File: src/rtl/score_digits.sv
// score_digits: sequential binary-to-decimal character converter.
// Runs one double-dabble shift per clock, then blanks leading zeros (code 4'ha).
// If the value does not fit in N digits, every position is blanked and the
// overflow flag is set.
//
// Ports:
//   clk      system clock, rising edge
//   rst      synchronous active-high reset
//   start    request a conversion; sampled only while idle
//   value    unsigned binary input, captured on the accepting edge
//   busy     high while a conversion is in progress
//   done     one-cycle pulse; chars/overflow are updated in the same cycle
//   chars    N 4-bit character codes; the leftmost position is in the top nibble
//   overflow last converted value was >= 10^N
module score_digits #(
  parameter int unsigned W = 14,
  parameter int unsigned N = 4
) (
  input  logic           clk,
  input  logic           rst,
  input  logic           start,
  input  logic [W-1:0]   value,
  output logic           busy,
  output logic           done,
  output logic [4*N-1:0] chars,
  output logic           overflow
);

  localparam int unsigned CW = $clog2(W + 1);

  typedef enum logic [1:0] {
    IDLE,
    SHIFT,
    FINISH
  } state_t;

  state_t         state, state_nx;
  logic [W-1:0]   bin;
  logic [4*N-1:0] bcd;
  logic [4*N-1:0] bcd_adj;
  logic [4*N-1:0] chars_nx;
  logic           carry;
  logic [CW-1:0]  cnt;

  // State register
  always_ff @(posedge clk) begin
    if (rst) state <= IDLE;
    else     state <= state_nx;
  end

  // Next-state logic
  always_comb begin
    state_nx = state;
    case (state)
      IDLE:    if (start) state_nx = SHIFT;
      SHIFT:   if (cnt == CW'(1)) state_nx = FINISH;
      FINISH:  state_nx = IDLE;
      default: state_nx = IDLE;
    endcase
  end

  assign busy = (state != IDLE);

  // Add-3 correction: each 4-bit digit is adjusted on its own, with no carry
  // between digits
  always_comb begin
    bcd_adj = '0;
    for (int unsigned i = 0; i < N; i++) begin
      if (bcd[4*i +: 4] >= 4'd5) bcd_adj[4*i +: 4] = bcd[4*i +: 4] + 4'd3;
      else                       bcd_adj[4*i +: 4] = bcd[4*i +: 4];
    end
  end

  // Leading-zero blanking, scanned from the leftmost digit. The units digit is
  // always shown. On overflow, every position is blank.
  always_comb begin
    logic seen;
    int unsigned idx;
    seen     = 1'b0;
    idx      = 0;
    chars_nx = {N{4'ha}};
    if (!carry) begin
      for (int unsigned k = 0; k < N; k++) begin
        idx = N - 1 - k;
        if (!seen && bcd[4*idx +: 4] == 4'd0 && idx != 0) begin
          chars_nx[4*idx +: 4] = 4'ha;
        end else begin
          chars_nx[4*idx +: 4] = bcd[4*idx +: 4];
          seen = 1'b1;
        end
      end
    end
  end

  // Datapath and registered outputs
  always_ff @(posedge clk) begin
    if (rst) begin
      bin      <= '0;
      bcd      <= '0;
      carry    <= 1'b0;
      cnt      <= '0;
      done     <= 1'b0;
      chars    <= {N{4'ha}};
      overflow <= 1'b0;
    end else begin
      done <= 1'b0;
      case (state)
        IDLE: begin
          if (start) begin
            bin   <= value;
            bcd   <= '0;
            carry <= 1'b0;
            cnt   <= CW'(W);
          end
        end
        SHIFT: begin
          // Shift {carry, bcd, bin} left by one bit. The bit that leaves the
          // top digit is ORed into the sticky carry.
          carry <= carry | bcd_adj[4*N-1];
          bcd   <= {bcd_adj[4*N-2:0], bin[W-1]};
          bin   <= {bin[W-2:0], 1'b0};
          cnt   <= cnt - CW'(1);
        end
        FINISH: begin
          chars    <= chars_nx;
          overflow <= carry;
          done     <= 1'b1;
        end
        default: ;
      endcase
    end
  end

endmodule

File: config.mk
export PLATFORM = sky130hd
export DESIGN_NAME = score_digits
export DESIGN_NICKNAME = d
export VERILOG_FILES = /design/src/rtl/score_digits.sv
export SDC_FILE = /design/constraint.sdc
export NUM_CORES = 1
export LEC_CHECK = 0
export CAP_MARGIN = 10
export CORE_MARGIN = 1
export CORE_UTILIZATION = 45
export DETAILED_ROUTE_END_ITERATION = 10
export PLACE_DENSITY = 0.67
export SLEW_MARGIN = 20
export SYNTH_ARGS = -nofsm -noshare
export SYNTH_HDL_FRONTEND = slang
export SYNTH_SLANG_ARGS = --single-unit
export TNS_END_PERCENT = 50
File: constraint.sdc
create_clock -name clk -period 3.33 [get_ports clk]
set_clock_uncertainty 0.1 [all_clocks]
set_input_delay 0.8325 -clock clk [delete_from_list [all_inputs] [get_ports clk]]
set_output_delay 0.8325 -clock clk [all_outputs]
set_load 0.02 [all_outputs]
# Yosys cells after proc, flatten, opt, wreduce, memory -nomap -nowiden
# Cells that the tools add are included.
[totals] regBits=55 in_bits=17 output_inout_bits=19 word_cells=59
[classes] addsub=5 magnitude_cmp=4 n_eq_ne=5 n_mux=24 bitwise=1 n_reduce_logical=12
[op_table] cell="$mux 16" n=2
[op_table] cell="$mux 4" n=8
[op_table] cell="$pmux 16 s2" n=1
[op_table] cell="$pmux 14 s2" n=1
[op_table] cell="$add 4x2->4 const B" n=4
[op_table] cell="$ge 4x3->1 const B" n=4
[op_table] cell="$mux 14" n=1
[op_table] cell="$logic_not 4->1" n=3
[op_table] cell="$pmux 4 s2" n=1
[op_table] cell="$mux 1" n=6
[op_table] cell="$eq 4x1->1 const B" n=1
[op_table] cell="$mux 2" n=2
[op_table] cell="$ne 2x2->1 const B" n=2
[op_table] cell="$pmux 2 s2" n=1
[op_table] cell="$reduce_and 2->1" n=2
[op_table] cell="$reduce_bool 2->1" n=2
[op_table] cell="$sub 4x1->4 const B" n=1
[op_table] cell="$eq 2x1->1 const B" n=1
[op_table] cell="$eq 2x2->1 const B" n=1
[op_table] cell="$logic_and 1x1->1" n=2
[op_table] cell="$logic_not 1->1" n=2
[op_table] cell="$logic_not 2->1" n=1
[op_table] cell="$pmux 1 s2" n=1
[op_table] cell="$or 1x1->1" n=1

# Depth between registers and ports, before layout
# Gate-level depths: netlist of the first run.
[logic_depth] word_depth=11 mapped_depth=6 depth_no_buf=6

# Worst setup path before layout of the first run
# No wires, ideal clock.
[synth_timing] kind="input to register" startpoint="in start" endpoint="reg bin[1]" setup_time_ps=119 arrival_time_ps=1626 required_ps=3111 slack_ps=1485 stages=4 n_path_buf=2 cell_sequence="buf_2 clkbuf_1 a21oi_1 o221a_2"
[synth_via] elab_chain_cells=2
[synth_rtl] element="from (decl)" line_no="21" rtl="input logic start,"
[synth_rtl] element="$ne 2x2->1 (no source line)"
[synth_rtl] element="$reduce_and 2->1 (no source line)"
[synth_rtl] element="to (signal assigned)" line_no="110" rtl="bin <= value;"
[synth_rtl] element="to (signal assigned)" line_no="121" rtl="bin <= {bin[W-2:0], 1'b0};"
[synth_rtl] element="to (decl)" line_no="38" rtl="logic [W-1:0] bin;"
# No other way between the ends.
# A chain may end at the register's enable or synchronous reset.

# Final worst setup path of the first run
[layout_timing] startpoint="reg state[0]" endpoint="out busy"
[layout_via] elab_chain_cells=1
[layout_rtl] element="from (decl)" line_no="37" rtl="state_t state, state_nx;"
[layout_rtl] element="from (signal assigned)" line_no="48" rtl="else state <= state_nx;"
[layout_rtl] element="$reduce_bool 2->1" line_no="62" rtl="assign busy = (state != IDLE);"
[layout_rtl] element="to (decl)" line_no="23" rtl="output logic busy,"
# No other way between the ends.

==> out/qor.yml, run 1 <==
grt:
  grt_pass1_wl_um: 9956
  gr-total-overflow: 0
  grt_use_total_pct: 20.00
  grt_max_degree: 32
  antenna_found_initial: 0
  grt_pass1_vias: 2055
setup_path:
  cp_cell_sequence: "or2_1, clkdlybuf4s50_1"
  cp.required_ps: 2400
  crit_type: "register to primary output"
  start_kind: "register"
  cpPeakStageDelay_ps: 550
  critPathSlowestCell: "clkdlybuf4s50_1"
  crit_arrival_ps: 1440
  worstSetupEndpointType: "primary output"
  r2r_setup_slack_ps: 1240
  critical_path.max_fanout: 2
power_and_ir_drop:
  total_power_mw: 1.213
  max-vdd-ir-drop_mv: 0.2235
  powerDensity_nw_per_um2: 381.4
  p_leak_nw: 1.201
floorplanning:
  rows: 27
  die_area_um2: 6328
  die_h_um: 79.55
  ios: 36
  start_util_pct: 47.97
  die_w_um: 79.55
  design.core.area_um2: 5642
sta:
  finalCriticalPeriod_ps: 2369
  rsz0062_at_grt: "no"
  fmax_ghz: 0.4222
  setup_viol: 0
  max_slew_margin_pct: 47.94
  tightest_slew_ps: 779.3
  maxSlewViolCount: 0
  period_share_pct: 71.13
  holdWs_ps: 352.6
  hold_viol_final: 0
  setup_tns_ps: 0
detailed_routing:
  num_vias: 2248
  routedWlPerCell_um: 13.95
  first_pass_iters: 4
  drt-initial-drc-count: 97
  antenna_left: 0
  drc: 0
  avgViaCountPerCell: 5.340
  drt-total-wl_um: 5874
clock_tree:
  cts_resized: 0
  post_cts_buffers: 0
  cts.sinks: 55
  cts-root-buf: "clkbuf_8"
  clock_latency_ps: 310
  postCtsHoldBufs: 0
  cts_buffer_depth: 2
  cts_tree: "built"
  cts_htree_levels: 2
  cts_buffers: 5
  clkTransAtPathRegs_ps: 110
cells_and_area:
  drive_gt1_share_pct: 8.596
  final_common_cell: "dfxtp_1"
  area_growth_pct: 17.48
  nets: 378
  postLayoutCellArea_um2: 3179
  layout_common_cells: "55 x dfxtp_1, 47 x nor2_1, 36 x a21oi_1, 35 x clkdlybuf4s50_1, 20 x inv_1"
  antennaDiodeCount: 0
logic_synthesis:
  synth_cells: 322
  syn_area_um2: 2706
  yosysWarnings: 0
  avgSynthCellArea_um2: 8.405
  ys_types: 48
  synth-main-ff-cell: "dfxtp_1"
  ys_seq_area_share_pct: 40.68
  synth_async_sr_flop_share_pct: 0
  synthesis.nets: 351
  ys_ff_latch: 55
  synth_edf_count: 0
outcome:
  status: "finished, final reports clean"
placed_design:
  hpwl_um: 3968
  io_buffer_count: 35
  place.gp.congestion: 0.8104
  dpl-instance-area_um2: 3097
worst_hold_path:
  hold_path_class: "register to register"
flow_run:
  cap_viol_max_count: 0
## synthesized netlist by cell type, drive strengths merged (3+ instances only)
library cell	count	area (um2)
ha	12	150.1
o21ai	14	70.06
a21oi	36	180.2
inv	20	75.07
o221a	7	78.83
nor2b	8	50.05
a211oi	3	22.52
clkbuf	8	30.03
xnor2	4	35.03
nor2	48	182.7
nand2b	8	57.55
nor4	4	25.02
a2111oi	7	83.83
buf	13	65.07
nand3b	3	22.52
o21bai	7	63.81
dfxtp	55	1101
nand3	4	20.02
nor3	10	50.05
nand2	18	67.56
o31ai	5	37.54
## through the flow
stage	instances	setup slack (ps)	util, %
2_1_floorplan	322	1485	-
3_3_place_gp	414	698.9	54.89
3_5_place_dp	414	674.3	54.89
4_1_cts	421	951.2	56.35
5_1_grt	421	841.7	56.35
6_report	421	961.4	56.35
## layer usage
layer	GRT usage (%)	part of all wire, %
met1	28.67	52
met2	30.60	43
met3	3.429	3.6
met4	5.455	0.68
met5	0	0
## path summary, 6_finish.rpt
| kind | to | cells past startpoint | startpoint |
|---|---|---|---|
| min | chars[10] | 2 | chars[10] |
| max reg2reg | chars[5] | 5 | state[1] |
| min reg2reg | chars[10] | 2 | chars[10] |
| max | busy | 2 | state[0] |
## power by group
| group | switching (mW) | internal, mW |
|---|---|---|
| clock | 0.216 | 0.145 |
| sequential | 0.0159 | 0.682 |
| combinational | 0.0853 | 0.0683 |
## logic make-up (layout without fill, tap and decap cells)
family | Yosys count | count (layout) | synth area share (%)
adder cells (fa/ha/maj) | 12 | 12 | 5.548
AND/OR/NAND/NOR | 113 | 113 | 20.48
AO/OA/AOI/OAI | 91 | 91 | 23.49
XOR/XNOR | 6 | 6 | 1.942
buffers and inverters | 41 | 68 | 6.288
flip-flops | 55 | 55 | 40.68
multiplexers | 4 | 4 | 1.572
## worst max-delay path: cells and delay by family (launching register included)
kind                   cells  cell delay [ps]
and+or+nand+nor            1              260
DFF                        1              320
buffers and inverters      1              550
## cell type report
| class | count | area, um2 |
|---|---|---|
| Clock buffer | 5 | 68.82 |
| Clock inverter | 2 | 13.76 |
| Fill cell | 516 | 2462 |
| Inverter | 20 | 75.07 |
| Multi-Input combinational cell | 226 | 1435 |
| Sequential cell | 55 | 1101 |
| Tap cell | 72 | 90.09 |
| Timing Repair Buffer | 41 | 395.4 |
## sequential cells by signal, summed over array words and instances, names as in the netlist
register / cells
state: 2
bcd: 16
done: 1
cnt: 4
overflow: 1
bin: 14
chars: 16
carry: 1
Note: power is estimated with default switching activity, not from simulation.
==> run 2, diff against run 1 <==
clock period = 2.3 ns   (was 3.33 ns; I/O delays follow)
==> run 2 against run 1 <==
- power is 57% higher
- non-clock buffer count is 5 higher
- via count is 2.4% higher
- critical path type unchanged
==> out/qor.yml, run 2 (synthesis gave the netlist of run 1 again) <==
outcome:
  status: "finished, final reports clean"
detailed_routing:
  first_pass_iters: 4
  avgViaCountPerCell: 5.391
  routedWlPerCell_um: 13.50
  num_vias: 2302
  drt-initial-drc-count: 128
  drt-total-wl_um: 5764
  drc: 0
  antenna_left: 0
cells_and_area:
  nets: 383
  layout_common_cells: "55 x dfxtp_1, 47 x nor2_1, 36 x a21oi_1, 35 x clkdlybuf4s50_1, 20 x inv_1"
  fillers: 517
  antennaDiodeCount: 0
  drive_gt1_share_pct: 10.14
  area_growth_pct: 20.16
  final_cell_count_no_fill: 427
  fin_util_pct: 57.64
  largestRegisters: "bcd (16), chars (16), bin (14)"
  final_common_cell: "dfxtp_1"
sta:
  rsz0062_at_grt: "no"
  maxSlewViolCount: 0
  finalCriticalPeriod_ps: 2098
  tightest_slew_ps: 744.3
  setup_tns_ps: 0
  max_slew_margin_pct: 50.28
  fmax_ghz: 0.4765
  setup_viol: 0
  hold_viol_final: 0
  fin_ws_ps: 201.5
  period_share_pct: 91.24
worst_hold_path:
  hold_path_class: "register to register"
  holdPathEnd: "chars[14]"
  holdPathStages: 2
  hold_start: "chars[14]"
clock_tree:
  cts_tree: "built"
  cts_buffers: 5
  post_cts_buffers: 0
  cts_buffer_depth: 2
  clock_latency_ps: 310
  cts_htree_levels: 2
  cts.sinks: 55
  postCtsHoldBufs: 0
  cts-root-buf: "clkbuf_8"
  cts_resized: 0
  clkTransAtPathRegs_ps: 100
flow_run:
  cap_viol_max_count: 0
floorplanning:
  die_h_um: 79.55
  rows: 27
  die_w_um: 79.55
  ios: 36
  start_util_pct: 47.97
  die_area_um2: 6328
  design.core.area_um2: 5642
power_and_ir_drop:
  p_leak_nw: 1.242
  powerDensity_nw_per_um2: 584.5
  max-vdd-ir-drop_mv: 0.2988
setup_path:
  worstSetupEndpointType: "primary output"
  crit_arrival_ps: 1420
  start_kind: "register"
  reg2reg_from: "bcd[12]"
  r2r_setup_slack_ps: 450
  reg2reg_depth: 6
  crit_type: "register to primary output"
  r2r-end: "chars[5]"
  cp.required_ps: 1620
  critical_path.max_fanout: 2
placed_design:
  hpwl_um: 3994
  io_buffer_count: 35
  dp_slack_ps: 79.24
  place.gp.congestion: 0.8011
  dp.cells: 419
grt:
  grt_pass1_wl_um: 9860
  antenna_found_initial: 0
  gr-total-overflow: 0
  grt_pass1_vias: 2156
  grt_use_total_pct: 19.72
  grt_max_degree: 32
-- run 2: cell types whose count changed in the layout (fill, tap and decap cells not counted) --
cell       delta
buf_4         +5
bufinv_16     +1
clkbuf_8      +1
clkinv_4      -1
-- run 2: worst max-delay path by stage --
stage                     startpoint       end  slack, ps  cells after the start
final                       state[0]      busy        200                      2
after global routing        state[0]      busy        150                      2
after CTS                   state[0]      busy        190                      2
after detailed placement       start    bcd[2]         80                      4
after global placement         start    bcd[2]         80                      4
after floorplan              bcd[12]  chars[8]        640                      6
-- run 2: layout make-up --
cell class                      count  area [um2]  area share (%)
Clock buffer                        6       82.58           2.539
Clock inverter                      2       35.03           1.077
Multi-Input combinational cell    226        1435           44.13
Sequential cell                    55        1101           33.86
Timing Repair Buffer               46       432.9           13.31
Tap cell                           72       90.09           2.770
Inverter                           20       75.07           2.309
-- run 2: worst max-delay path, cell delays in order, from the launching register on --
cell,delay (ps)
dfxtp_1,320
or2_1,260
clkdlybuf4s50_1,550
-- run 2: where the power goes --
group	internal (mW)	switching, mW
registers	0.988	0.0241
logic	0.104	0.123
clock network	0.353	0.309
-- run 2: through the flow --
| step | cell area, um2 | hold slack (ps) | power, mW |
|---|---|---|---|
| after floorplan | 2706 | 343.8 | 1.182 |
| after global placement | 3134 | 338.2 | 1.257 |
| after detailed placement | 3134 | 345.1 | 1.261 |
| after CTS | 3252 | 359.1 | 1.919 |
| after global routing | 3252 | 371.6 | 1.986 |
| final | 3252 | 356.9 | 1.901 |
-- run 2: per-layer routing --
layer	global-route usage [%]	vias up	wire, um
li1	-	1189	-
met1	26.79	1055	2931
met2	31.11	49	2469
met3	3.429	9	276
met4	7.091	0	87
met5	0	-	0
